==> src/rtl/activate_pipe.sv <==
// activate_pipe: 2-stage valid/ready activation unit (identity/ReLU/leaky/clamp).
// Optional output-transfer clip counter enabled by ACTIVATE_PIPE_STATS_EN.
module activate_pipe #(
    parameter int DATA_W     = 17,
    parameter int FRAC_W     = 8,
    parameter int LEAK_SHIFT = 3,
    parameter int CLAMP_MAX  = 1536
) (
    input  logic                     clk,
    input  logic                     rst,
    input  logic                     in_valid,
    output logic                     in_ready,
    input  logic signed [DATA_W-1:0] in_data,
    input  logic        [1:0]        in_mode,
    output logic                     out_valid,
    input  logic                     out_ready,
    output logic signed [DATA_W-1:0] out_data
`ifdef ACTIVATE_PIPE_STATS_EN
    ,
    output logic        [31:0]       clip_count
`endif
);

    localparam logic signed [DATA_W-1:0] CMAX = DATA_W'(CLAMP_MAX);

    // Reject parameter sets that would break the no-overflow guarantee.
    if (LEAK_SHIFT < 1 || LEAK_SHIFT > DATA_W - 1 || CLAMP_MAX <= 0 ||
        CLAMP_MAX >= (2 ** (DATA_W - 1)) || FRAC_W < 0) begin : g_bad_params
        $error("activate_pipe: illegal parameter set");
    end

    logic                     s1_valid;
    logic signed [DATA_W-1:0] s1_data;
    logic        [1:0]        s1_mode;
    logic                     s2_valid;
    logic signed [DATA_W-1:0] s2_data;
    logic signed [DATA_W-1:0] act;
    logic                     adv1;
    logic                     adv2;

    assign adv2      = !s2_valid || out_ready;
    assign adv1      = !s1_valid || adv2;
    assign in_ready  = adv1;
    assign out_valid = s2_valid;
    assign out_data  = s2_data;

    // Activation of the stage-1 sample according to its own mode.
    always_comb begin
        act = s1_data;
        unique case (s1_mode)
            2'd0: act = s1_data;
            2'd1: begin
                if (s1_data < 0) act = '0;
            end
            2'd2: begin
                if (s1_data < 0) act = s1_data >>> LEAK_SHIFT;
            end
            2'd3: begin
                if (s1_data < 0)
                    act = '0;
                else if (s1_data > CMAX)
                    act = CMAX;
            end
            default: act = s1_data;
        endcase
    end

    // Stage 1: capture the raw sample and its mode on an input transfer.
    always_ff @(posedge clk) begin
        if (rst) begin
            s1_valid <= 1'b0;
            s1_data  <= '0;
            s1_mode  <= '0;
        end else if (adv1) begin
            s1_valid <= in_valid;
            if (in_valid) begin
                s1_data <= in_data;
                s1_mode <= in_mode;
            end
        end
    end

    // Stage 2: hold the activated result until downstream takes it.
    always_ff @(posedge clk) begin
        if (rst) begin
            s2_valid <= 1'b0;
            s2_data  <= '0;
        end else if (adv2) begin
            s2_valid <= s1_valid;
            if (s1_valid) s2_data <= act;
        end
    end

`ifdef ACTIVATE_PIPE_STATS_EN
    logic s2_clip;

    // Remember whether the stage-2 result differs from its input.
    always_ff @(posedge clk) begin
        if (rst)
            s2_clip <= 1'b0;
        else if (adv2 && s1_valid)
            s2_clip <= (act != s1_data);
    end

    // Count altered samples once per output transfer, saturating.
    always_ff @(posedge clk) begin
        if (rst)
            clip_count <= '0;
        else if (s2_valid && out_ready && s2_clip && clip_count != '1)
            clip_count <= clip_count + 32'd1;
    end
`endif

endmodule

==> config.mk <==
export PLATFORM = sky130hd
export DESIGN_NAME = activate_pipe
export DESIGN_NICKNAME = d
export VERILOG_FILES = /design/src/rtl/activate_pipe.sv
export SDC_FILE = /design/constraint.sdc
export NUM_CORES = 1
export LEC_CHECK = 0
export CAP_MARGIN = 20
export CORE_AREA = 2 2 62 52
export DETAILED_ROUTE_END_ITERATION = 7
export DIE_AREA = 0 0 64 54
export DONT_BUFFER_PORTS = 1
export HOLD_SLACK_MARGIN = 0.06
export PLACE_DENSITY = 0.8
export SLEW_MARGIN = 10
export SYNTH_ARGS = -nofsm -noshare
export SYNTH_HDL_FRONTEND = slang
export SYNTH_SLANG_ARGS = --single-unit
==> constraint.sdc <==
create_clock -name clk -period 2.8 [get_ports clk]
set_input_delay 0.56 -clock clk [delete_from_list [all_inputs] [get_ports clk]]
set_output_delay 0.56 -clock clk [all_outputs]
set_load 0.02 [all_outputs]
==> flow_metrics.tcl <==
set metrics [dict create \
    status "completed" \
    yosysTopAreaCellShare_pct 42.5 \
    powerDensity_mw_per_mm2 628 \
    cts_inserted_buffers 5 \
    cts-root-buf "clkbuf_4" \
    synth_edf_count 0 \
    initial_utilization_pct 61.7 \
    fp.dieW_um 64 \
    dieArea_mm2 0.00346 \
    peakVddDrop_v 0.000410 \
    critical_path_class "reg2reg" \
    grt_antenna_before_repair 0 \
    drt-initial-drc-count 86 \
    hold-worst-slack_ns 0.264 \
    syn-mean-instance-area_um2 8.53 \
    rsz0062_at_grt "no" \
    filler_cell_count 239 \
    period_share_pct 71.1 \
    grt_max_degree 48 \
    min_period_ns 1.99 \
    worstPathArrival_ns 2.24 \
    worstMarginPinSlew_ns 0.983 \
    row_count 18 \
    end_kind "flip-flop" \
    syn_area_mm2 0.00179 \
    critPathSlowestCell "or4_4" \
    setup_viol 0 \
    startpoint_type "flip-flop" \
    seq_area_frac_synth_pct 42.5 \
    grt_use_total_pct 22.2 \
    relSlewSlack_pct 34.2 \
    hp-class "in2reg" \
    async_flop_share_pct 0 \
    insertion_delay_ns 0.35 \
    via_count 1505 \
    fmax_mhz 502 \
    drt-pass1-iter-count 4 \
    grt_pass1_vias 1244 \
    drive_gt1_share_pct 13.6 \
    grt.overflow.total 0 \
    synth_nets 233 \
    wl_um 3830 \
    worstPathCellList "or4_4 -> o31ai_2 -> nor2_1 -> o41ai_2" \
    tritoncts "built" \
    syn2layout_area_growth_pct 6.77 \
    cp.required_ns 3.05 \
    io_buffers 0 \
    gp_congestion 0.878 \
    cts_hold_buf 0 \
    nets 228 \
    cts_buffer_depth 2 \
    tns_ns 0 \
    grt_pass1_wl_um 5790 \
    postCtsResizedCells 0 \
    synth-seq-cells 38 \
    die_h_um 54 \
    yosys_warnings 0 \
    slowest_delay_ns 0.55 \
    core-area_mm2 0.00291 \
    wire_per_inst_um 15.6 \
    netlist_instances 210 \
    power_leakage_nw 0.742 \
    hpwlAfterDp_um 2740 \
    antennaDiodeCount 0 \
    drv_cap 0 \
    boundaryPins 42 \
    yosys-top-cells-area "dfxtp_1, nand2_1, a21oi_1, o41ai_2, nand3b_1" \
    final_hold_viol_count 0 \
    post-cts-setup-buffer-count 0 \
    viasPerCell 6.12 \
    finalClockSkew_ns 0.00685 \
    cts.clk_slew.worst_paths_ns 0.11 \
    worstPathMaxFanout 9 \
    clock_tree.htree_level_count 2 \
    synth_flop_cell "dfxtp_1" \
    ant_nets 0 \
    maxSlewViolCount 0 \
    cts.sinks 38 \
    synth_area_leader_cell "dfxtp_1" \
    yosys.cell_types.count 30 \
    route.detailed.drc 0 \
]
flip-flops by register name, summed over array words and instances, names as in the netlist:
| name | flops |
|---|---|
| s1_data | 17 |
| s1_mode | 2 |
| s1_valid | 1 |
| out_valid | 1 |
| out_data | 17 |
area by class of cell:
class	instances	area (um2)	share of cell area (%)
clock inverter	2	60.1	3.14
timing repair buffer	2	15.0	0.785
sequential	38	761	39.8
clock buffer	6	51.3	2.68
inverter	5	18.8	0.981
multi-input combinational	153	957	50.0
tap	40	50.0	2.62
cell families (layout without fill, tap and decap cells):
kind of cell,count (synthesis),after routing,share of synthesized area (%)
DFF,38,38,42.5
buffers and inverters,19,15,4.12
and+or+nand+nor,90,90,25.1
muxes,6,6,3.35
AOI/OAI and AO/OA,57,57,25.0
per-layer routing:
layer | GRT usage (%) | up-vias | routed length, um
met1 | 27.0 | 704 | 1720
met3 | 7.74 | 10 | 295
met2 | 35.8 | 54 | 1740
met5 | 0 | - | 0
met4 | 10.1 | 0 | 69
li1 | - | 737 | -
layout by cell type (no fill, tap or decap), drive strengths merged:
master,instances
a211oi,6
a21o,1
a21oi,31
a31o,1
a32oi,1
and2,2
and3,1
and4,1
buf,2
bufinv,2
clkbuf,6
dfxtp,38
inv,5
mux2i,6
nand2,48
nand2b,1
nand3,1
nand3b,11
nand4,5
nor2,12
nor2b,2
nor3,1
o211ai,1
o21ai,1
o22ai,4
o31ai,2
o41ai,9
or2,2
or3,1
or4,2
cells in the mapped netlist (all sizes together), types with 2 or more instances:
cell type   n
o31ai       2
and2        2
or2         2
o22ai       4
a211oi      6
nor2b       2
clkbuf     11
mux2i       6
nor2       12
nand3b     11
or4         2
nand2      48
a21oi      31
inv         5
nand4       5
o41ai       9
dfxtp      38
buf         3
critical path, delay by kind of cell, from the launching register on:
family | cells | cell delay [ns]
flip-flops | 1 | 0.36
AO/OA/AOI/OAI | 2 | 0.68
AND/OR/NAND/NOR | 2 | 0.83
metrics by stage:
step	area, um2	std cells	util (%)	power [W]	setup WS, ns
4_1_cts	1910	246	65.8	0.00120	0.813
2_1_floorplan	1790	210	-	0.000714	1.09
5_1_grt	1910	246	65.8	0.00124	0.746
6_report	1910	246	65.8	0.00120	0.808
3_5_place_dp	1800	238	62.0	0.000729	0.842
3_3_place_gp	1790	237	61.8	0.000721	0.918
path summary, 6_finish.rpt:
check / startpoint / to / slack, ns / cells after the start
setup reg to reg: s1_data[5] / out_data[6] / 0.81 / 4
hold / removal: rst / out_data[16] / 0.26 / 1
hold reg to reg: s1_data[3] / s1_data[3] / 0.49 / 2
setup / recovery: s1_data[5] / out_data[6] / 0.81 / 4
where the power goes:
group,internal [W],switching [W]
sequential,0.000568,0.0000476
clock,0.000302,0.000181
combinational,0.0000442,0.0000586
(Power assumes the default switching activity.)
